<file path="config.mk">
export PLATFORM = sky130hd
export DESIGN_NAME = uns_acc_ctrl_flat
export DESIGN_NICKNAME = d
export VERILOG_FILES = /design/src/rtl/uns_acc_ctrl_if.sv /design/src/rtl/uns_acc_ctrl.sv /design/src/flat_wrapper.sv
export SDC_FILE = /design/constraint.sdc
export NUM_CORES = 1
export LEC_CHECK = 0
export CORE_MARGIN = 2
export CORE_UTILIZATION = 41
export DETAILED_ROUTE_END_ITERATION = 16
export PLACE_DENSITY = 0.66
export SLEW_MARGIN = 30
export SYNTH_ARGS = -nofsm -noshare
export SYNTH_HDL_FRONTEND = slang
export SYNTH_SLANG_ARGS = --single-unit
</file>
<file path="constraint.sdc">
create_clock -name clk -period 5.05 [get_ports clk]
set_input_delay 0.7575 -clock clk [delete_from_list [all_inputs] [get_ports clk]]
set_output_delay 0.7575 -clock clk [all_outputs]
set_load 0.02 [all_outputs]
</file>
<file path="src/rtl/uns_acc_ctrl_if.sv">
// Command/result and accumulator-side signal bundle for the accumulator sequencer.
// The master side is the command issuer plus accumulator; the slave side is the sequencer.
interface uns_acc_ctrl_if #(
  parameter int unsigned CNT_W = 6
);
  localparam int unsigned DATA_W = 6;
  localparam int unsigned STEP_W = 3;
  localparam int unsigned SEL_W  = 2;

  logic              i_start;
  logic [DATA_W-1:0] i_target;
  logic [STEP_W-1:0] i_step1;
  logic [STEP_W-1:0] i_step2;
  logic [SEL_W-1:0]  i_mode;
  logic [DATA_W-1:0] i_acc_data;
  logic              i_acc_carry;

  logic [STEP_W-1:0] o_data1;
  logic [STEP_W-1:0] o_data2;
  logic [SEL_W-1:0]  o_sel;
  logic              o_acc_rst_n;
  logic              o_busy;
  logic              o_done;
  logic [1:0]        o_status;
  logic [DATA_W-1:0] o_result;
  logic [CNT_W-1:0]  o_cycles;

  modport master (
    output i_start, i_target, i_step1, i_step2, i_mode, i_acc_data, i_acc_carry,
    input  o_data1, o_data2, o_sel, o_acc_rst_n, o_busy, o_done, o_status, o_result, o_cycles
  );

  modport slave (
    input  i_start, i_target, i_step1, i_step2, i_mode, i_acc_data, i_acc_carry,
    output o_data1, o_data2, o_sel, o_acc_rst_n, o_busy, o_done, o_status, o_result, o_cycles
  );
endinterface

</file>
<file path="src/rtl/uns_acc_ctrl.sv">
// Sequencer for the unsigned 6-bit accumulator: clears it, streams additions until
// target/carry/budget, then reports result, addition count and status.
module uns_acc_ctrl #(
  parameter int unsigned MAX_CYCLES = 63,
  parameter int unsigned CNT_W      = 6
) (
  input  logic            clk,
  input  logic            i_rst_n,
  uns_acc_ctrl_if.slave   bus
);
  localparam int unsigned DATA_W = 6;
  localparam int unsigned STEP_W = 3;
  localparam int unsigned SEL_W  = 2;

  localparam logic [SEL_W-1:0] SEL_HOLD = 2'b11;
  localparam logic [SEL_W-1:0] MODE_BAD = 2'b11;

  localparam logic [1:0] ST_OK      = 2'b00;
  localparam logic [1:0] ST_OVF     = 2'b01;
  localparam logic [1:0] ST_TIMEOUT = 2'b10;
  localparam logic [1:0] ST_BADMODE = 2'b11;

  typedef enum logic [1:0] {
    S_IDLE,
    S_CLEAR,
    S_RUN,
    S_FIN
  } state_e;

  state_e            state_q, state_d;
  logic [DATA_W-1:0] target_q, target_d;
  logic [STEP_W-1:0] step1_q, step1_d;
  logic [STEP_W-1:0] step2_q, step2_d;
  logic [SEL_W-1:0]  mode_q, mode_d;
  logic [CNT_W-1:0]  cnt_q, cnt_d;
  logic [1:0]        status_q, status_d;
  logic [DATA_W-1:0] result_q, result_d;
  logic [CNT_W-1:0]  cycles_q, cycles_d;
  logic              acc_rst_n_q, acc_rst_n_d;
  logic              busy_q, busy_d;
  logic              done_q, done_d;
  logic [SEL_W-1:0]  sel_c;
  logic              term_c;

  // Next-state, datapath capture and the combinational select toward the accumulator
  always_comb begin
    state_d  = state_q;
    target_d = target_q;
    step1_d  = step1_q;
    step2_d  = step2_q;
    mode_d   = mode_q;
    cnt_d    = cnt_q;
    status_d = status_q;
    result_d = result_q;
    cycles_d = cycles_q;
    sel_c    = SEL_HOLD;
    term_c   = 1'b0;

    unique case (state_q)
      S_IDLE: begin
        if (bus.i_start) begin
          target_d = bus.i_target;
          step1_d  = bus.i_step1;
          step2_d  = bus.i_step2;
          mode_d   = bus.i_mode;
          cnt_d    = '0;
          result_d = '0;
          cycles_d = '0;
          if (bus.i_mode == MODE_BAD) begin
            status_d = ST_BADMODE;
            state_d  = S_FIN;
          end else begin
            status_d = ST_OK;
            state_d  = S_CLEAR;
          end
        end
      end
      S_CLEAR: state_d = S_RUN;
      S_RUN: begin
        // Carry beats target hit, which beats the addition budget
        if (bus.i_acc_carry) begin
          status_d = ST_OVF;
          term_c   = 1'b1;
        end else if (bus.i_acc_data >= target_q) begin
          status_d = ST_OK;
          term_c   = 1'b1;
        end else if (cnt_q == CNT_W'(MAX_CYCLES)) begin
          status_d = ST_TIMEOUT;
          term_c   = 1'b1;
        end else begin
          sel_c = mode_q;
          cnt_d = cnt_q + CNT_W'(1);
        end
        if (term_c) begin
          result_d = bus.i_acc_data;
          cycles_d = cnt_q;
          state_d  = S_FIN;
        end
      end
      S_FIN: state_d = S_IDLE;
      default: state_d = S_IDLE;
    endcase

    acc_rst_n_d = (state_d != S_CLEAR);
    busy_d      = (state_d == S_CLEAR) || (state_d == S_RUN);
    done_d      = (state_d == S_FIN);
  end

  always_ff @(posedge clk or negedge i_rst_n) begin
    if (!i_rst_n) begin
      state_q     <= S_IDLE;
      target_q    <= '0;
      step1_q     <= '0;
      step2_q     <= '0;
      mode_q      <= SEL_HOLD;
      cnt_q       <= '0;
      status_q    <= ST_OK;
      result_q    <= '0;
      cycles_q    <= '0;
      acc_rst_n_q <= 1'b1;
      busy_q      <= 1'b0;
      done_q      <= 1'b0;
    end else begin
      state_q     <= state_d;
      target_q    <= target_d;
      step1_q     <= step1_d;
      step2_q     <= step2_d;
      mode_q      <= mode_d;
      cnt_q       <= cnt_d;
      status_q    <= status_d;
      result_q    <= result_d;
      cycles_q    <= cycles_d;
      acc_rst_n_q <= acc_rst_n_d;
      busy_q      <= busy_d;
      done_q      <= done_d;
    end
  end

  assign bus.o_data1     = step1_q;
  assign bus.o_data2     = step2_q;
  assign bus.o_sel       = sel_c;
  assign bus.o_acc_rst_n = acc_rst_n_q;
  assign bus.o_busy      = busy_q;
  assign bus.o_done      = done_q;
  assign bus.o_status    = status_q;
  assign bus.o_result    = result_q;
  assign bus.o_cycles    = cycles_q;

endmodule
</file>
<file path="src/flat_wrapper.sv">
// flat-port wrapper written by rule: the top's interface ports become plain ports
module uns_acc_ctrl_flat 
#(
  parameter int unsigned MAX_CYCLES = 63,
  parameter int unsigned CNT_W      = 6
)
  (clk, i_rst_n, bus_i_start, bus_i_target, bus_i_step1, bus_i_step2, bus_i_mode, bus_i_acc_data, bus_i_acc_carry, bus_o_data1, bus_o_data2, bus_o_sel, bus_o_acc_rst_n, bus_o_busy, bus_o_done, bus_o_status, bus_o_result, bus_o_cycles);
  uns_acc_ctrl_if #(.CNT_W(CNT_W)) bus_i ();
  input  logic clk;
  input  logic i_rst_n;
  input wire logic [$bits(bus_i.i_start)-1:0] bus_i_start;
  input wire logic [$bits(bus_i.i_target)-1:0] bus_i_target;
  input wire logic [$bits(bus_i.i_step1)-1:0] bus_i_step1;
  input wire logic [$bits(bus_i.i_step2)-1:0] bus_i_step2;
  input wire logic [$bits(bus_i.i_mode)-1:0] bus_i_mode;
  input wire logic [$bits(bus_i.i_acc_data)-1:0] bus_i_acc_data;
  input wire logic [$bits(bus_i.i_acc_carry)-1:0] bus_i_acc_carry;
  output wire logic [$bits(bus_i.o_data1)-1:0] bus_o_data1;
  output wire logic [$bits(bus_i.o_data2)-1:0] bus_o_data2;
  output wire logic [$bits(bus_i.o_sel)-1:0] bus_o_sel;
  output wire logic [$bits(bus_i.o_acc_rst_n)-1:0] bus_o_acc_rst_n;
  output wire logic [$bits(bus_i.o_busy)-1:0] bus_o_busy;
  output wire logic [$bits(bus_i.o_done)-1:0] bus_o_done;
  output wire logic [$bits(bus_i.o_status)-1:0] bus_o_status;
  output wire logic [$bits(bus_i.o_result)-1:0] bus_o_result;
  output wire logic [$bits(bus_i.o_cycles)-1:0] bus_o_cycles;
  assign bus_i.i_start = bus_i_start;
  assign bus_i.i_target = bus_i_target;
  assign bus_i.i_step1 = bus_i_step1;
  assign bus_i.i_step2 = bus_i_step2;
  assign bus_i.i_mode = bus_i_mode;
  assign bus_i.i_acc_data = bus_i_acc_data;
  assign bus_i.i_acc_carry = bus_i_acc_carry;
  assign bus_o_data1 = bus_i.o_data1;
  assign bus_o_data2 = bus_i.o_data2;
  assign bus_o_sel = bus_i.o_sel;
  assign bus_o_acc_rst_n = bus_i.o_acc_rst_n;
  assign bus_o_busy = bus_i.o_busy;
  assign bus_o_done = bus_i.o_done;
  assign bus_o_status = bus_i.o_status;
  assign bus_o_result = bus_i.o_result;
  assign bus_o_cycles = bus_i.o_cycles;
  uns_acc_ctrl #(.MAX_CYCLES(MAX_CYCLES), .CNT_W(CNT_W)) u_core (.clk(clk), .i_rst_n(i_rst_n), .bus(bus_i));
endmodule
</file>
==> flow_metrics.py, run 1 <==
metrics = {
    "outcome": {
        "status": "completed",
    },
    "clock_tree": {
        "clkTransAtPathRegs_ns": 0.08,
        "clockBufferDepth": 2,
        "postCtsSetupRepairBufs": 0,
        "cts_sinks": 39,
        "cts_root_buf": "clkbuf_8",
        "insertion_delay_ns": 0.29,
        "hold_buffers": 0,
        "numCtsBuffers": 5,
        "htree_levels": 2,
        "cts_tree": "yes",
        "ctsResizeCount": 0,
    },
    "logic_synthesis": {
        "synth_edf_count": 0,
        "synth_fp_nets": 228,
        "yosys.area.top_type_share_pct": 45.1,
        "yosysWarnings": 0,
        "synth_area_per_cell_um2": 10.3,
        "yosys.area.top_type": "dfrtp_1",
        "synth_area_leaders": "dfrtp_1, mux2_2, nand3_1",
        "postSynthCellCount": 194,
        "synth-seq-cells": 39,
        "synthArstFlopShare_pct": 100,
        "ys_top_cells_by_count": "dfrtp_1, nand3_1, nand2_1",
        "syn_area_um2": 2000,
        "yosysUniqueCellTypes": 40,
        "yosysSeqAreaShare_pct": 49.0,
        "post-synth-top-count-cell": "dfrtp_1",
        "ys.flop_type": "dfrtp_1",
    },
    "sta": {
        "fin_crit_sh_pct": 77.1,
        "final_hold_viol_count": 0,
        "worstMarginPinSlew_ns": 0.682,
        "fin_crit_ns": 3.89,
        "drv_slew": 0,
        "fmax_mhz": 257,
        "finalClockSkew_ns": 0.00812,
        "tns_ns": 0,
        "timing.slew.headroom_pct": 54.4,
        "rsz0062_at_grt": "false",
        "setup_violations": 0,
    },
    "critical_path": {
        "crit_path_start_kind": "input pin",
        "max_stage_delay_ns": 0.56,
        "path_class": "in2out",
        "cpLargestDelayFamily": "buffers and inverters",
        "crit_path_frequent_cell": "clkdlybuf4s50_1",
        "startpoint": "bus_i_acc_data[5]",
        "path_cells": "clkdlybuf4s50_1 -> ha_1 -> a211o_1 -> a31oi_2 -> o211a_4 -> nand3b_1 -> clkdlybuf4s50_1",
        "ff2ff_setup_slack_ns": 2.73,
        "crit_required_ns": 4.29,
        "cp_max_fo": 24,
        "end_kind": "primary output",
        "crit_arrival_ns": 3.13,
        "crit_buf_inv": 2,
        "timing.rr.start": "u_core.target_q[5]$_DFFE_PN0P_",
        "slowest_stage": "clkdlybuf4s50_1",
    },
    "placement": {
        "io_buffers": 48,
        "gp_congestion": 0.803,
        "place_hpwl_um": 3030,
        "placed_cells": 300,
    },
    "floorplanning": {
        "rows": 25,
        "die_h_um": 73.8,
        "die_area_um2": 5450,
        "core_area_um2": 4720,
        "ios": 49,
        "start_util_pct": 42.3,
        "dieWidth_um": 73.8,
    },
    "power_and_ir_drop": {
        "p_total_mw": 1.56,
        "leakage_nw": 1.20,
        "ir_worst_vdd_uv": 285,
        "powerDensity_nw_per_um2": 586,
    },
    "global_route": {
        "grtUsageTotal_pct": 17.0,
        "grt_pass1_vias": 1519,
        "grt_pass1_wl_um": 7160,
        "antenna_found_initial": 0,
        "grt_overflow_total": 0,
        "grt_max_degree": 40,
    },
    "cells_and_area": {
        "fillers": 427,
        "areaGrowthSynthToFinish_pct": 33.2,
        "drive_above_1_share_pct": 14.5,
        "stdcell_count": 308,
        "n_antenna_cell": 0,
        "nets": 274,
    },
    "routing": {
        "num_vias": 1665,
        "wl_um": 4300,
        "antenna_left": 0,
        "avgRoutedWirePerCell_um": 14.0,
        "drt_iter0_drc": 101,
        "dr.pass1.iters": 4,
        "drc": 0,
        "via_per_inst": 5.41,
    },
    "run": {
        "cap_viol_max_count": 0,
    },
    "worst_hold_path": {
        "min_path_type": "in2async",
    },
}
area by class of cell:
type                    instances  area, um^2  area share [%]
inverters                      11        41.3            1.55
clock buffers                   5        68.8            2.59
well taps                      67        83.8            3.15
flip-flops and latches         39         980            36.8
clock inverters                 3        67.6            2.54
repair buffers                 50         493            18.5
multi-input cells             133         927            34.8
per-stage QoR:
stage          util (%)  hold WS, ns  setup WS [ns]  cell area (um^2)
4_1_cts            56.2        0.515           1.17              2660
3_5_place_dp       53.4        0.496           1.18              2520
6_report           56.3        0.430           1.16              2660
5_1_grt            56.3        0.475           1.04              2660
2_1_floorplan         -        0.462           2.14              2000
3_3_place_gp       53.2        0.487           1.23              2510
cell usage in the layout, fill, tap and decap left out, types with 3 or more instances in the layout:
cell type	count
nand4_1	13
a21oi_1	4
nor2_1	4
o21ai_0	4
ha_1	10
dfstp_2	3
nor3b_1	3
clkdlybuf4s50_1	47
mux2_2	15
buf_4	3
nand3_1	27
clkbuf_8	5
dfrtp_1	36
inv_1	11
and3_1	4
nand2_1	19
path summary, 6_finish.rpt:
| path | end | cells past startpoint |
|---|---|---|
| setup / recovery | bus_o_sel[1] | 7 |
| hold / removal | u_core.cnt_q[1]$_DFFE_PN0P_ | 1 |
| setup reg to reg | u_core.bus.o_busy$_DFF_PN0_ | 9 |
| hold reg to reg | u_core.target_q[1]$_DFFE_PN0P_ | 1 |
| max in group asynchronous | u_core.mode_q[1]$_DFFE_PN1P_ | 1 |
| min in group clk | u_core.target_q[1]$_DFFE_PN0P_ | 1 |
power breakdown:
part | total [mW] | internal [mW] | switching (mW)
logic | 0.745 | 0.322 | 0.423
clock network | 0.312 | 0.197 | 0.115
registers | 0.503 | 0.437 | 0.0663
per-layer routing:
layer | share of wire [%] | GRT usage [%] | vias up
met4 | 1.1 | 5.05 | 0
met5 | 0 | 0 | -
met2 | 48 | 27.8 | 44
met3 | 5.5 | 3.84 | 5
li1 | - | - | 797
met1 | 45 | 22.4 | 819
flip-flops by register name, summed over array words and instances, names as in the netlist:
signal,count
u_core.cnt_q,6
u_core.bus.o_cycles,6
u_core.bus.o_result,6
u_core.bus.o_data2,3
u_core.bus.o_acc_rst_n,1
u_core.mode_q,2
u_core.bus.o_status,2
u_core.bus.o_data1,3
u_core.bus.o_busy,1
u_core.target_q,6
u_core.state_q,2
u_core.bus.o_done,1
logic make-up after synthesis:
group                    Yosys count  share of synthesized area [%]
AND/OR/NAND/NOR                   83                           21.9
multiplexers                      16                           8.95
buffers and inverters             22                           4.70
adder cells (fa/ha/maj)           10                           6.26
flip-flops                        39                           49.0
AO/OA/AOI/OAI                     24                           9.21
Power figures use the tool's default switching activity.
==> inputs of run 2 (changes only) <==
--- a/config.mk
+++ b/config.mk
@@ -8,7 +8,7 @@
 export CORE_MARGIN = 2
 export CORE_UTILIZATION = 41
 export DETAILED_ROUTE_END_ITERATION = 16
-export PLACE_DENSITY = 0.66
+export PLACE_DENSITY = 0.69
 export SLEW_MARGIN = 30
 export SYNTH_ARGS = -nofsm -noshare
 export SYNTH_HDL_FRONTEND = slang
==> constraint.sdc (replaced) <==
create_clock -name clk -period 3.4 [get_ports clk]
set_input_delay 0.51 -clock clk [delete_from_list [all_inputs] [get_ports clk]]
set_output_delay 0.51 -clock clk [all_outputs]
set_load 0.02 [all_outputs]
==> run 2 against run 1 <==
Clock skew up 0.0026 ns. Critical path type unchanged. Sequential cell count unchanged. Total power up 38%.
==> flow_metrics.py, run 2 (synthesis gave the netlist of run 1 again) <==
metrics = {
    "global_route": {
        "antenna_found_initial": 0,
        "grtUsageTotal_pct": 16.9,
        "grt_overflow_total": 0,
        "grt_pass1_wl_um": 7110,
        "grt_max_degree": 40,
        "grt_pass1_vias": 1585,
    },
    "placement": {
        "gp_congestion": 0.795,
        "place_hpwl_um": 3010,
        "io_buffers": 48,
    },
    "clock_tree": {
        "hold_buffers": 0,
        "cts_tree": "yes",
        "htree_levels": 2,
        "ctsResizeCount": 0,
        "cts_sinks": 39,
        "cts_root_buf": "clkbuf_8",
        "postCtsSetupRepairBufs": 0,
        "clkTransAtPathRegs_ns": 0.08,
        "clockBufferDepth": 2,
        "insertion_delay_ns": 0.28,
        "numCtsBuffers": 5,
    },
    "critical_path": {
        "path_class": "in2out",
        "crit_required_ns": 2.89,
        "crit_path_start_kind": "input pin",
        "cp_max_fo": 3,
        "cpLargestDelayFamily": "buffers and inverters",
        "crit_path_frequent_cell": "clkdlybuf4s50_1",
        "crit_buf_inv": 2,
        "max_stage_delay_ns": 0.54,
        "path_cells": "clkdlybuf4s50_1 -> ha_1 -> a211o_1 -> a31oi_2 -> o211a_4 -> nand3b_1 -> clkdlybuf4s50_1",
        "crit_arrival_ns": 2.67,
        "slowest_stage": "clkdlybuf4s50_1",
        "end_kind": "primary output",
    },
    "sta": {
        "setup_violations": 0,
        "hold-worst-slack_ns": 0.192,
        "fin_crit_ns": 3.18,
        "rsz0062_at_grt": "false",
        "fmax_mhz": 315,
        "drv_slew": 0,
        "fin_crit_sh_pct": 93.4,
        "worstMarginPinSlew_ns": 0.699,
        "final_hold_viol_count": 0,
        "finalClockSkew_ns": 0.0107,
        "timing.slew.headroom_pct": 53.3,
        "tns_ns": 0,
    },
    "floorplanning": {
        "die_area_um2": 5450,
        "start_util_pct": 42.3,
        "rows": 25,
        "die_h_um": 73.8,
        "ios": 49,
        "dieWidth_um": 73.8,
        "core_area_um2": 4720,
    },
    "cells_and_area": {
        "nets": 276,
        "final_common_cell": "clkdlybuf4s50_1",
        "seq_area_um2": 980,
        "fillers": 445,
        "drive_above_1_share_pct": 13.6,
        "n_antenna_cell": 0,
        "fin_util_pct": 55.4,
        "multiInputGateArea_um2": 925,
        "areaGrowthSynthToFinish_pct": 31.0,
        "layout_common_cells": "clkdlybuf4s50_1, dfrtp_1, nand3_1",
    },
    "power_and_ir_drop": {
        "p_sw_share_pct": 40.2,
        "clkPwrFrac_pct": 13.6,
        "powerDensity_nw_per_um2": 824,
        "ir_worst_vdd_uv": 482,
        "p_int_mw": 1.29,
        "seqPwrFrac_pct": 34.6,
        "combPwrFrac_pct": 51.8,
        "leakage_nw": 1.18,
        "netSwitchingPower_uw": 868,
    },
    "routing": {
        "num_vias": 1627,
        "drt_iter0_drc": 137,
        "via_per_inst": 5.25,
        "dr.pass1.iters": 5,
        "antenna_left": 0,
        "drc": 0,
        "wl_um": 4240,
        "avgRoutedWirePerCell_um": 13.7,
    },
    "run": {
        "cap_viol_max_count": 0,
    },
    "outcome": {
        "status": "completed",
    },
    "worst_hold_path": {
        "min_path_type": "in2async",
    },
}
## run 2: cell count changes in the layout (fill, tap and decap cells not counted)
cell / delta
clkbuf_1: +3
buf_4: +2
bufinv_16: -2
clkinvlp_4: -1
nor2_1: +1
nor2_2: -1
## run 2: worst paths after layout
kind | from | to | slack, ns | cells past startpoint
max in group asynchronous | i_rst_n | u_core.mode_q[1]$_DFFE_PN1P_ | 2.84 | 1
max reg2reg | u_core.target_q[5]$_DFFE_PN0P_ | u_core.bus.o_busy$_DFF_PN0_ | 1.06 | 10
min | i_rst_n | u_core.bus.o_result[5]$_DFFE_PN0P_ | 0.19 | 1
max | bus_i_acc_data[5] | bus_o_sel[0] | 0.22 | 7
min reg2reg | u_core.target_q[2]$_DFFE_PN0P_ | u_core.target_q[2]$_DFFE_PN0P_ | 0.51 | 1
min in group clk | u_core.target_q[2]$_DFFE_PN0P_ | u_core.target_q[2]$_DFFE_PN0P_ | 0.51 | 1
## run 2: layout make-up
cell class                 count  area share, %
multi-input combinational    133           35.3
inverter                      11           1.58
sequential                    39           37.4
timing repair buffer          52           19.4
clock buffer                   8           3.06
tap                           67           3.20
## run 2: power groups by stage
| stage | Sequential (mW) | Clock, mW | Combinational (mW) |
|---|---|---|---|
| 2_1_floorplan | 0.864 | 0 | 0.621 |
| 3_3_place_gp | 0.749 | 0 | 1.11 |
| 3_5_place_dp | 0.757 | 0 | 1.13 |
| 4_1_cts | 0.748 | 0.306 | 1.13 |
| 5_1_grt | 0.769 | 0.324 | 1.24 |
| 6_report | 0.747 | 0.293 | 1.12 |
## run 2: routing by layer
metal | part of all wire [%] | GRT usage, %
met1 | 45 | 21.7
met2 | 49 | 26.6
met3 | 5.9 | 5.35
met4 | 0.87 | 6.06
met5 | 0 | 0
## run 2: metrics by stage
stage	power (mW)	std cells	setup WS, ns	area, um^2
6_report	2.16	310	0.224	2620
2_1_floorplan	1.49	194	0.986	2000
5_1_grt	2.33	310	0.119	2620
4_1_cts	2.19	310	0.214	2620
3_5_place_dp	1.89	302	0.227	2530
3_3_place_gp	1.86	302	0.251	2530
==> inputs of run 3 (changes only) <==
--- a/config.mk
+++ b/config.mk
@@ -8,7 +8,9 @@
 export CORE_MARGIN = 2
 export CORE_UTILIZATION = 41
 export DETAILED_ROUTE_END_ITERATION = 16
-export PLACE_DENSITY = 0.69
+export GPL_TIMING_DRIVEN = 0
+export PLACE_DENSITY = 0.66
+export REMOVE_ABC_BUFFERS = 1
 export SLEW_MARGIN = 30
 export SYNTH_ARGS = -nofsm -noshare
 export SYNTH_HDL_FRONTEND = slang
==> constraint.sdc (replaced) <==
create_clock -name clk -period 3.9 [get_ports clk]
set_input_delay 0.585 -clock clk [delete_from_list [all_inputs] [get_ports clk]]
set_output_delay 0.585 -clock clk [all_outputs]
set_load 0.02 [all_outputs]
==> run 3 against run 2 <==
Clock-buffer cell count unchanged. First-iteration DRC count fell by 26%. Register-to-register slack better by 0.29 ns. Non-clock buffer count down 2. Total power down 10%. Die area unchanged.
==> flow_metrics.py, run 3 (synthesis gave the netlist of run 1 again) <==
metrics = {
    "outcome": {
        "status": "completed",
    },
    "clock_tree": {
        "cts_tree": "yes",
        "clkTransAtPathRegs_ns": 0.08,
        "postCtsSetupRepairBufs": 0,
        "cts_sinks": 39,
        "clockBufferDepth": 2,
        "insertion_delay_ns": 0.30,
        "ctsResizeCount": 0,
        "numCtsBuffers": 5,
        "hold_buffers": 0,
        "cts_root_buf": "clkbuf_8",
        "htree_levels": 2,
    },
    "worst_hold_path": {
        "min_path_type": "in2async",
    },
    "cells_and_area": {
        "areaGrowthSynthToFinish_pct": 32.0,
        "fillers": 419,
        "drive_above_1_share_pct": 14.5,
        "nets": 274,
        "stdcell_count": 308,
        "seq_area_um2": 980,
        "n_antenna_cell": 0,
        "layout_common_cells": "clkdlybuf4s50_1, dfrtp_1, nand3_1",
        "multiInputGateArea_um2": 930,
        "final_common_cell": "clkdlybuf4s50_1",
    },
    "critical_path": {
        "path_class": "in2out",
        "ff2ff_setup_slack_ns": 1.35,
        "crit_arrival_ns": 3.00,
        "crit_path_start_kind": "input pin",
        "rr_endpoint": "u_core.cnt_q[4]$_DFFE_PN0P_",
        "timing.rr.start": "u_core.state_q[0]$_DFF_PN0_",
        "end_kind": "primary output",
        "worst-r2r-cell-count": 7,
        "crit_required_ns": 3.31,
        "cp_max_fo": 24,
    },
    "sta": {
        "rsz0062_at_grt": "false",
        "final_hold_viol_count": 0,
        "timing.slew.headroom_pct": 49.7,
        "drv_slew": 0,
        "hold-worst-slack_ns": 0.175,
        "setup_violations": 0,
        "fin_crit_sh_pct": 92.0,
        "fin_crit_ns": 3.59,
        "finalClockSkew_ns": 0.00742,
        "tns_ns": 0,
        "fmax_mhz": 279,
        "worstMarginPinSlew_ns": 0.753,
        "final.setup.worst_slack_ns": 0.314,
    },
    "power_and_ir_drop": {
        "ir_worst_vdd_uv": 467,
        "leakage_nw": 1.18,
        "p_sw_share_pct": 40.7,
        "combPwrFrac_pct": 50.4,
        "clkPwrFrac_pct": 15.9,
        "powerDensity_nw_per_um2": 733,
        "p_int_mw": 1.15,
        "netSwitchingPower_uw": 788,
        "seqPwrFrac_pct": 33.6,
    },
    "routing": {
        "antenna_left": 0,
        "drt_iter0_drc": 101,
        "num_vias": 1620,
        "avgRoutedWirePerCell_um": 14.3,
        "drc": 0,
        "via_per_inst": 5.26,
        "wl_um": 4410,
        "dr.pass1.iters": 4,
    },
    "floorplanning": {
        "ios": 49,
        "die_h_um": 73.8,
        "dieWidth_um": 73.8,
        "start_util_pct": 42.3,
        "rows": 25,
        "die_area_um2": 5450,
        "core_area_um2": 4720,
    },
    "global_route": {
        "grt_pass1_wl_um": 7520,
        "antenna_found_initial": 0,
        "grt_max_degree": 39,
        "grt_pass1_vias": 1593,
        "grt_overflow_total": 0,
        "grtUsageTotal_pct": 18.5,
    },
    "placement": {
        "place_hpwl_um": 2980,
        "io_buffers": 48,
        "placed_cells": 300,
        "gp_congestion": 0.741,
        "place_ws_ns": 0.310,
    },
    "run": {
        "cap_viol_max_count": 0,
    },
}
-- run 3: changes by cell type in the layout (fill, tap and decap cells not counted) --
cell | previous run | this run
buf_12 | 0 | 1
buf_2 | 0 | 1
buf_4 | 5 | 1
clkbuf_1 | 3 | 1
clkbuf_8 | 5 | 7
ha_1 | 10 | 9
ha_2 | 0 | 1
nor2_1 | 5 | 4
nor2_2 | 0 | 1
-- run 3: layout make-up --
type / count / share of cell area [%]
clock buffer: 8 / 3.80
inverter: 11 / 1.57
multi-input combinational: 133 / 35.2
sequential: 39 / 37.1
tap: 67 / 3.18
timing repair buffer: 50 / 19.1
-- run 3: worst max path at each step --
stage,startpoint,endpoint,slack [ns],depth (start not counted)
finish,bus_i_acc_data[5],bus_o_sel[1],0.31,7
global route,bus_i_acc_data[5],bus_o_sel[1],0.18,7
CTS,bus_i_acc_data[5],bus_o_sel[0],0.30,7
detailed placement,bus_i_acc_data[5],bus_o_sel[0],0.31,7
global placement,bus_i_acc_data[5],bus_o_sel[1],0.31,7
floorplan,u_core.state_q[0]$_DFF_PN0_,u_core.cnt_q[4]$_DFFE_PN0P_,1.40,7
-- run 3: power groups by stage --
stage | logic, mW | registers (mW) | clock network [mW]
after detailed placement | 0.976 | 0.661 | 0
after global placement | 0.944 | 0.653 | 0
after floorplan | 0.502 | 0.753 | 0
after global routing | 1.09 | 0.673 | 0.329
final | 0.975 | 0.651 | 0.308
after CTS | 0.981 | 0.653 | 0.313
-- run 3: per-layer routing --
| layer | vias up | GRT usage (%) | wire [um] |
|---|---|---|---|
| li1 | 797 | - | - |
| met1 | 768 | 22.9 | 1980 |
| met2 | 47 | 29.6 | 2060 |
| met3 | 8 | 6.86 | 280 |
| met4 | 0 | 6.26 | 77 |
| met5 | - | 0 | 0 |
-- run 3: worst max-delay path, stage by stage --
cell,delay (ns)
clkdlybuf4s50_1,0.45
ha_1,0.35
a211o_1,0.31
a31oi_2,0.23
o211a_4,0.38
nand3b_1,0.11
clkdlybuf4s50_1,0.58
-- run 3: metrics by stage --
stage / total power [mW] / area [um^2] / utilization [%]
after detailed placement: 1.64 / 2530 / 53.7
after floorplan: 1.26 / 1950 / -
after CTS: 1.95 / 2640 / 55.8
final: 1.93 / 2640 / 55.8
after global placement: 1.60 / 2510 / 53.1
after global routing: 2.09 / 2640 / 55.8
